[src/rtl/aha_tlx_rev_arbiter.sv]
// Round-robin, credit-gated packet arbiter: NUM_REQ requesters onto the TLX REV payload link (stall counter under AHA_TLX_ARB_STATS_EN).
// Latency: a beat accepted in cycle N appears on REV_PAYLOAD in cycle N+1; 1 beat/cycle sustained.
// Backpressure: beats are accepted only when granted, credits > 0 and the output register is free or draining.
module aha_tlx_rev_arbiter #(
    parameter int NUM_REQ     = 4,
    parameter int DATA_W      = 80,
    parameter int MAX_CREDITS = 8
) (
    input  logic                      CLK,
    input  logic                      RESETn,
    input  logic [NUM_REQ-1:0]        REQ_TVALID,
    output logic [NUM_REQ-1:0]        REQ_TREADY,
    input  logic [NUM_REQ*DATA_W-1:0] REQ_TDATA,
    input  logic [NUM_REQ-1:0]        REQ_TLAST,
    output logic                      REV_PAYLOAD_TVALID,
    input  logic                      REV_PAYLOAD_TREADY,
    output logic [DATA_W-1:0]         REV_PAYLOAD_TDATA,
    input  logic                      REV_FLOW_TVALID,
    output logic                      REV_FLOW_TREADY,
    input  logic [2:0]                REV_FLOW_TDATA,
    output logic [2:0]                GRANT_ID,
    output logic [3:0]                CREDITS,
    output logic [31:0]               STALL_CNT
);

    typedef enum logic {IDLE, LOCKED} state_t;

    state_t              state_q, state_d;
    logic [2:0]          rr_ptr_q, rr_ptr_d;
    logic [2:0]          grant_id_q, grant_id_d;
    logic                out_vld_q, out_vld_d;
    logic [DATA_W-1:0]   out_dat_q, out_dat_d;
    logic [3:0]          credits_q, credits_d;
    logic                flow_rdy_q;

    logic                slot_free;
    logic                win_found;
    logic [2:0]          win_id;
    logic [3:0]          idx;
    logic [2:0]          grant_cur;
    logic                sel_vld;
    logic                sel_last;
    logic [DATA_W-1:0]   sel_dat;
    logic                acc;
    logic                flow_acc;
    logic [4:0]          credit_sum;
    logic [NUM_REQ-1:0]  req_rdy;

    always_comb begin
        slot_free = !out_vld_q || REV_PAYLOAD_TREADY;

        // Rotating search from rr_ptr; held off until the block is out of reset.
        win_found = 1'b0;
        win_id    = grant_id_q;
        idx       = '0;
        if (flow_rdy_q) begin
            for (int k = 0; k < NUM_REQ; k++) begin
                idx = {1'b0, rr_ptr_q} + 4'(k);
                if (idx >= 4'(NUM_REQ)) idx = idx - 4'(NUM_REQ);
                for (int i = 0; i < NUM_REQ; i++) begin
                    if (!win_found && idx == 4'(i) && REQ_TVALID[i]) begin
                        win_found = 1'b1;
                        win_id    = 3'(i);
                    end
                end
            end
        end

        grant_cur = (state_q == LOCKED) ? grant_id_q : win_id;

        sel_vld  = 1'b0;
        sel_last = 1'b0;
        sel_dat  = '0;
        for (int i = 0; i < NUM_REQ; i++) begin
            if (grant_cur == 3'(i)) begin
                sel_vld  = REQ_TVALID[i];
                sel_last = REQ_TLAST[i];
                sel_dat  = REQ_TDATA[i*DATA_W +: DATA_W];
            end
        end

        acc = flow_rdy_q && sel_vld && (credits_q != 4'd0) && slot_free &&
              ((state_q == LOCKED) || win_found);

        req_rdy = '0;
        for (int i = 0; i < NUM_REQ; i++) begin
            req_rdy[i] = acc && (grant_cur == 3'(i));
        end

        grant_id_d = grant_cur;
        state_d    = state_q;
        rr_ptr_d   = rr_ptr_q;
        if (acc) begin
            if (sel_last) begin
                state_d  = IDLE;
                rr_ptr_d = (grant_cur == 3'(NUM_REQ - 1)) ? 3'd0 : grant_cur + 3'd1;
            end else begin
                state_d = LOCKED;
            end
        end

        out_vld_d = out_vld_q;
        out_dat_d = out_dat_q;
        if (acc) begin
            out_vld_d = 1'b1;
            out_dat_d = sel_dat;
        end else if (REV_PAYLOAD_TREADY) begin
            out_vld_d = 1'b0;
        end

        // Consume and return net in one 5-bit sum; acc implies credits_q >= 1, so no underflow.
        flow_acc   = REV_FLOW_TVALID && flow_rdy_q;
        credit_sum = {1'b0, credits_q} - {4'd0, acc} + (flow_acc ? {2'd0, REV_FLOW_TDATA} : 5'd0);
        credits_d  = (credit_sum > 5'(MAX_CREDITS)) ? 4'(MAX_CREDITS) : credit_sum[3:0];
    end

    always_ff @(posedge CLK or negedge RESETn) begin
        if (!RESETn) begin
            state_q    <= IDLE;
            rr_ptr_q   <= '0;
            grant_id_q <= '0;
            out_vld_q  <= 1'b0;
            out_dat_q  <= '0;
            credits_q  <= 4'(MAX_CREDITS);
            flow_rdy_q <= 1'b0;
        end else begin
            state_q    <= state_d;
            rr_ptr_q   <= rr_ptr_d;
            grant_id_q <= grant_id_d;
            out_vld_q  <= out_vld_d;
            out_dat_q  <= out_dat_d;
            credits_q  <= credits_d;
            flow_rdy_q <= 1'b1;
        end
    end

    assign REQ_TREADY         = req_rdy;
    assign REV_PAYLOAD_TVALID = out_vld_q;
    assign REV_PAYLOAD_TDATA  = out_dat_q;
    assign REV_FLOW_TREADY    = flow_rdy_q;
    assign GRANT_ID           = grant_cur;
    assign CREDITS            = credits_q;

`ifdef AHA_TLX_ARB_STATS_EN
    logic [31:0] stall_cnt_q, stall_cnt_d;

    always_comb begin
        stall_cnt_d = stall_cnt_q;
        if ((|REQ_TVALID) && (credits_q == 4'd0) && slot_free) stall_cnt_d = stall_cnt_q + 32'd1;
    end

    always_ff @(posedge CLK or negedge RESETn) begin
        if (!RESETn) stall_cnt_q <= '0;
        else         stall_cnt_q <= stall_cnt_d;
    end

    assign STALL_CNT = stall_cnt_q;
`else
    assign STALL_CNT = 32'd0;
`endif

endmodule

[config.mk]
export PLATFORM = sky130hd
export DESIGN_NAME = aha_tlx_rev_arbiter
export DESIGN_NICKNAME = d
export VERILOG_FILES = /design/src/rtl/aha_tlx_rev_arbiter.sv
export SDC_FILE = /design/constraint.sdc
export NUM_CORES = 1
export LEC_CHECK = 0
export BUFFER_PORTS_ARGS = -buffer_cell sky130_fd_sc_hd__buf_2
export CAP_MARGIN = 40
export CORE_AREA = 3 3 179 181
export DETAILED_ROUTE_END_ITERATION = 6
export DIE_AREA = 0 0 182 184
export PLACE_DENSITY = 0.59
export REMOVE_ABC_BUFFERS = 1
export SYNTH_ARGS = -nofsm -noshare
export SYNTH_HDL_FRONTEND = slang
export SYNTH_SLANG_ARGS = --single-unit
[constraint.sdc]
create_clock -name CLK -period 5.8 [get_ports CLK]
set_input_delay 1.16 -clock CLK [delete_from_list [all_inputs] [get_ports CLK]]
set_output_delay 1.16 -clock CLK [all_outputs]
set_load 0.005 [all_outputs]
Word-level counts from Yosys, hierarchy flattened
Cells that the tools add are included.

$add $sub $neg: 10. Order comparisons: 5. Equal/unequal tests: 15. Multiplexer cells: 76. Reduce and logical (&&, ||, !) cells: 66.

Operator list (count): $mux 80 (4); $mux 3 (20); $mux 1 (43); $logic_and 1x1->1 (40); $mux 4 (9); $eq 4x2->1 const B (8); $eq 4x1->1 const B (4); $logic_not 1->1 (16); $logic_not 4->1 (4); $ge 4x3->1 const B (3); $sub 4x3->4 const B (3); $add 3x2->4 const B (2); $eq 3x2->1 const B (2); $add 5x3->5 (1); $gt 5x4->1 const B (1); $sub 4x1->5 (1); $add 3x1->4 const B (1); $reduce_bool 4->1 (1); $sub 3x3->4 const B (1); $add 3x1->3 const B (1); $eq 3x1->1 const B (1); $ge 3x3->1 const B (1); $logic_not 3->1 (1); $logic_or 1x1->1 (2); 2 further kinds (2).

Register bits: 93. Bits of input ports: 335. Word-level logic and storage cells: 179.

Longest topological paths before layout
Depth in word-level cells: 96. Mapped depth: 34. Mapped depth without buffers: 29.

Least setup slack after synthesis
Ideal clock, no wire load.

Path kind: register -> register. From: reg rr_ptr_q[1]. To: reg credits_q[2], in the netlist CREDITS[2]. Setup time: 0.131 ns. Data arrival time: 6.017 ns. Path slack: -0.348 ns. Stages on the path, launching flop included: 33. Buffers on the path: 5. Clock period less this slack: 6.148 ns. Path through: dfrtp_1 buf_4 clkbuf_1 nand2_1 xnor2_1 ha_1 nor4b_1 a31oi_1 a221oi_1 nor4_1 or4_1 a41oi_1 ha_1 clkbuf_1 inv_1 a31oi_1 nor2_1 nor2_1 o31ai_4 buf_4 buf_6 inv_2 ha_1 inv_1 ha_1 inv_1 fa_1 nand4_1 nand2b_1 nand3b_1 a21oi_1 a31oi_1 nor2_1.

Cells in the longest elaborated chain, start to end: 96. Elaborated cells between the ends (all ways): 148. Classes of those cells: 9 x add/sub; 5 x order compare; 15 x eq/ne; 63 x mux; 56 x reduce/logical.

Ends and longest elaborated chain: start: declaration (RTL line 29) `logic [2:0] rr_ptr_q, rr_ptr_d;`; start signal: assignment (RTL line 128) `rr_ptr_q <= rr_ptr_d;`; $sub 3x3->4 or $ge 3x3->1 (tied branches) (RTL line 59) `if (idx >= 4'(NUM_REQ)) idx = idx - 4'(NUM_REQ);`; $mux 4 (RTL line 59); $mux 4 (RTL line 56) `if (flow_rdy_q) begin`; $logic_not 4->1 (RTL line 61) `if (!win_found && idx == 4'(i) && REQ_TVALID[i]) begin`; $logic_and 1x1->1 (RTL line 61); $mux 1 (RTL line 61); $mux 1 (RTL line 56); $logic_not 1->1 (RTL line 61); (+75 left out); via GRANT_ID[1] (RTL line 21) `output logic [2:0] GRANT_ID,`; (+4 left out); $mux 1 * (RTL line 75) `if (grant_cur == 3'(i)) begin`; $logic_and 1x1->1 * (4 in a row) (RTL line 82) `acc = flow_rdy_q && sel_vld && (credits_q != 4'd0) && slot_free &&`; via acc (RTL line 44) `logic acc;`; $sub 4x1->5 * (RTL line 113) `credit_sum = {1'b0, credits_q} - {4'd0, acc} + (flow_acc ? {2'd0, REV_FLOW_TDATA} : 5'd0);`; $add 5x3->5 * (RTL line 113); $gt 5x4->1 (RTL line 114) `credits_d = (credit_sum > 5'(MAX_CREDITS)) ? 4'(MAX_CREDITS) : credit_sum[3:0];`; $mux 4 * (RTL line 114); via credits_d[2] (RTL line 33) `logic [3:0] credits_q, credits_d;`; end signal: assignment (RTL line 124) `credits_q <= 4'(MAX_CREDITS);`; end signal: assignment (RTL line 132) `credits_q <= credits_d;`; end: declaration (RTL line 33).

Mark *: on every way through the listed nets, which the timed path passes. The rest lies on a longest branch. The select of a mux whose other input is x is not followed. A chain may end at the register's enable or synchronous reset.

Worst setup path in the final report
From: reg rr_ptr_q[1]. To: out REQ_TREADY[2].

Cells in the longest elaborated chain, start to end: 93. Elaborated cells between the ends (all ways): 145. Classes of those cells: 7 x add/sub; 4 x order compare; 15 x eq/ne; 62 x mux; 57 x reduce/logical.

Ends and longest elaborated chain: $sub 3x3->4 or $ge 3x3->1 (tied branches) (RTL line 59); $mux 4 (RTL line 59); $mux 4 (RTL line 56); $logic_not 4->1 (RTL line 61); $logic_and 1x1->1 (RTL line 61); $mux 1 (RTL line 61); $mux 1 (RTL line 56); $logic_not 1->1 (RTL line 61); (+70 left out); $logic_and 1x1->1 (2 in a row) (RTL line 61); $mux 3 (RTL line 61); $mux 3 (RTL line 56); $mux 3 (RTL line 69) `grant_cur = (state_q == LOCKED) ? grant_id_q : win_id;`; $logic_not 3->1 (RTL line 75); $mux 1 (4 in a row) (RTL line 75); $logic_and 1x1->1 (4 in a row) (RTL line 82); $logic_and 1x1->1 * (RTL line 87) `req_rdy[i] = acc && (grant_cur == 3'(i));`; end: declaration (RTL line 12) `output logic [NUM_REQ-1:0] REQ_TREADY,`.

Mark *: on every way between the ends. The rest lies on a longest branch, timed or not. The select of a mux whose other input is x is not followed.

==> run summary <==
The flow ran to the end, and the final reports show no timing, DRC or antenna violations. Switching power: 2.43 mW. Leaving out fill and tap cells, the most frequent cell in the layout is buf_2.

Data on the critical path is required at its endpoint by 4.64 ns. Dividing the final minimum period by the clock period gives 94.6%. Entering global routing, the biggest net connects 87 pins. The die footprint came out at 33,500 µm². The area added between synthesis and finish is 39.7%.

The actual transition at the worst max-transition pin is 0.795 ns. After clock tree synthesis, the clock-pin slew on the worst setup and hold paths is 0.06 ns. The final antenna-violating net count came out at 0. The detailed-route via count is 8,033, and the maximum net fanout on the critical path is 5.

The sum of negative setup slack was 0 ns; the sequential power share was 20.6%. For the final setup violation count, the log shows 0. The run gives 93 as the sink count of the clock tree. TritonCTS built the clock tree. Once layout is complete, the cells apart from fillers number 1,737.

The relative contribution of combinational cells to total power is 66.2%, and the via count of the first global-routing pass is 7,653. CTS root buffer: clkbuf_16. The share of power burned in the clock network came out at 13.2%.

In the synthesized netlist the dominant register cell turns out to be dfrtp_1. The tool flagged a number of max-cap violations equal to 0. The worst min-delay path category is reg -> reg. dfrtp_1 takes more of the synthesized area than any other cell. The number of flops mapped to enable cells by yosys came out at 0. The tools report the top achievable clock speed as 0.182 GHz. Global routing finished with a remaining overflow of 0. After synthesis, the share of flip-flops with an asynchronous set or reset is 100%. From bottom edge to top edge, the die measures 184 µm.

The H-tree was split into 3 levels. At the end of the flow the core is filled with cells to 32.9%. The wire-length estimate of the detail-placed layout is 22,600 µm. The count of synthesis-stage warnings from yosys came out at 0. After synthesis the cells add up to 7190 µm².

The repair_antennas step left the layout with diodes totalling 0. The final hold violation count was 0; the number of design rule violations left after detail routing was 0. By area the synthesized netlist is led by dfrtp_1 32%, mux2i_1 11%, o21ai_0 9.9%. The clock passes through at most 2 buffers. Setup repair after global routing left no endpoint under its margin. The path type of the worst setup path is reg -> out.

The tools report the clock latency on the worst-skew pair as 0.35 ns. STA puts the critical path data arrival time at 4.32 ns. 460 I/O pins were placed.

The tools report the maximum vdd ir drop as 0.000311 V. The share of synthesized area in the top cell type comes to 32.0%. Counting flops and latches in the post-synthesis netlist gives 93.

Once the floorplan was initialized, standard cells occupied 23.5% of the core. The number of vias per cell after detailed routing came out at 4.62. Counting every instance in the synthesized netlist gives 948.

For the post-placement cell count, the log shows 1,715. The post-layout total power was 5.07 mW. Yosys mapped the design onto 59 distinct sky130hd cell types. For the post-placement cell area, the log shows 9570 µm². Counting the buffers created by CTS gives 9. The critical path capture point type was a primary output. For this run, the register share of the synthesized area comes to 32.4%.

Port buffering added 427 buffers. For this design the static power due to leakage is 5.59 nW. The worst max-slew margin expressed relative to the limit is 47.0%. The total count of max-transition violations in the final report is 0, and the mean cell area of the mapped netlist is 7.59 µm².

For this run, the post-layout net count is 1,687. In this run the core area contains 64 standard-cell rows. The post-layout instance area is 10,000 µm², and the first-pass iteration count of the detailed router is 5. Routability-driven placement finished with a final weighted congestion of 0.891. The top cell types in the final layout, fill and taps aside, are 426 x buf_2, 173 x nand2_1, 142 x o21ai_0. After detailed routing, the average wire length per cell comes to 16.5 µm. The first global-routing pass estimated 42,200 µm of wire. Cell internal power was estimated by the tool at 2.64 mW.

The total area inside the core boundary comes to 30,600 µm². Number of antenna violations at the first check in global routing: 1. For this design the ratio of total power to cell area is 505 nW/µm².

For this block, the routed nets add up to 28,600 µm of wire. The die span in x was 182 µm. The tools report the starting DRC count in detailed routing as 432. Across every metal layer, demand over resource in global routing totals 15.9%. Switching fraction of total power: 47.9%.

Of the cells placed in the final design, the portion with a size suffix greater than 1 is 37.1%. Clock skew on the completed layout was measured at 0.0138 ns. The routed design could run at a clock period as short as 5.48 ns. The startpoint type of the worst setup path is a flop.
[critical path: stages, from the launching register on]
cell      delay, ns
dfrtp_1        0.40
nand2_2        0.12
xnor2_4        0.18
inv_1          0.07
ha_1           0.23
nor4b_2        0.29
a31oi_2        0.09
a221oi_2       0.28
buf_4          0.17
nor4_1         0.05
or4_4          0.53
a41o_1         0.28
ha_4           0.17
nand3b_1       0.16
a31oi_2        0.23
nor2_1         0.08
nor2_2         0.13
o31ai_4        0.09
buf_4          0.17
nor2_1         0.12
buf_2          0.14
[synthesized netlist by cell type (2+ instances only)]
| master | count |
|---|---|
| nor3b_1 | 2 |
| conb_1 | 2 |
| clkbuf_1 | 57 |
| buf_6 | 6 |
| a31oi_1 | 6 |
| o31ai_1 | 3 |
| inv_2 | 3 |
| nor2b_1 | 12 |
| nor2_1 | 20 |
| inv_1 | 21 |
| a21oi_1 | 93 |
| buf_2 | 5 |
| buf_4 | 34 |
| nand3_1 | 10 |
| buf_1 | 3 |
| and2_1 | 2 |
| mux2i_1 | 80 |
| nand2_1 | 174 |
| o21ai_1 | 27 |
| o21ai_0 | 143 |
| xnor2_1 | 2 |
| clkbuf_2 | 5 |
| nand3b_1 | 2 |
| o21bai_1 | 2 |
| nor3_1 | 3 |
| a41oi_1 | 2 |
| nor4_1 | 6 |
| nand2b_1 | 7 |
| dfrtp_1 | 92 |
| ha_1 | 15 |
| and3_1 | 80 |
| o21a_1 | 2 |
[sequential cells by signal, indices dropped and copies added (netlist names)]
| register | count |
|---|---|
| CREDITS | 4 |
| REV_FLOW_TREADY | 1 |
| REV_PAYLOAD_TDATA | 80 |
| REV_PAYLOAD_TVALID | 1 |
| grant_id_q | 3 |
| rr_ptr_q | 3 |
| state_q | 1 |
[routing by layer]
layer  vias up  part of all wire (%)  global-route usage, %
li1       4029                     -                      -
met1      3668                    41                   19.8
met2       301                    49                   27.0
met3        33                   7.4                   3.96
met4         2                   2.4                   5.06
met5         -                 0.045                      0
[metrics by stage]
| step | hold WS (ns) | setup slack, ns |
|---|---|---|
| global placement | 0.457 | 0.104 |
| finish | 0.474 | 0.315 |
| global route | 0.497 | 0.00108 |
| floorplan | 0.473 | -3.08 |
| CTS | 0.480 | 0.0228 |
| detailed placement | 0.465 | -0.00707 |
[layout make-up]
type                       count  area (µm²)
multi-input combinational    752        4400
clock inverter                 5        82.6
tap                          396         495
timing repair buffer         456        2390
sequential                    93        2330
inverter                      24        92.6
fill                        3346       20500
clock buffer                  11         253
[timing repair]
item | CTS | global route
buffers inserted | 0 | 6
pin swaps | 0 | 7
gates resized for setup | 7 | 14
endpoints found under the setup margin | 7 | 8
hold buffers | 0 | 0
hold endpoints to repair | 0 | 0
[path summary, 6_finish.rpt]
check	depth (start not counted)	startpoint	slack [ns]	end
setup / recovery	20	rr_ptr_q[1]	0.32	REQ_TREADY[2]
hold / removal	2	REV_PAYLOAD_TDATA[26]	0.47	REV_PAYLOAD_TDATA[26]
setup reg to reg	29	rr_ptr_q[1]	0.47	CREDITS[2]
hold reg to reg	2	REV_PAYLOAD_TDATA[26]	0.47	REV_PAYLOAD_TDATA[26]
max in group asynchronous	2	RESETn	3.87	REV_PAYLOAD_TDATA[34]
min in group asynchronous	1	RESETn	0.82	REV_PAYLOAD_TDATA[61]
[cells by family after synthesis]
logic type / count (synthesis) / share of synthesized area, %
muxes: 80 / 11.1
AOI/OAI and AO/OA: 295 / 22.0
DFF: 93 / 32.4
adders and majority gates: 16 / 2.89
buffers and inverters: 134 / 9.57
other: 2 / 0.104
and+or+nand+nor: 325 / 21.6
xor gates and xnor gates: 3 / 0.365
[power groups by stage]
stage          combinational, mW  sequential [mW]  clock [mW]
2_1_floorplan               2.09             1.09           0
3_3_place_gp                3.27             1.05           0
3_5_place_dp                3.32             1.06           0
4_1_cts                     3.33             1.05       0.700
5_1_grt                     3.79             1.08       0.730
6_report                    3.36             1.05       0.668
Note: power is estimated with default switching activity, not from simulation.
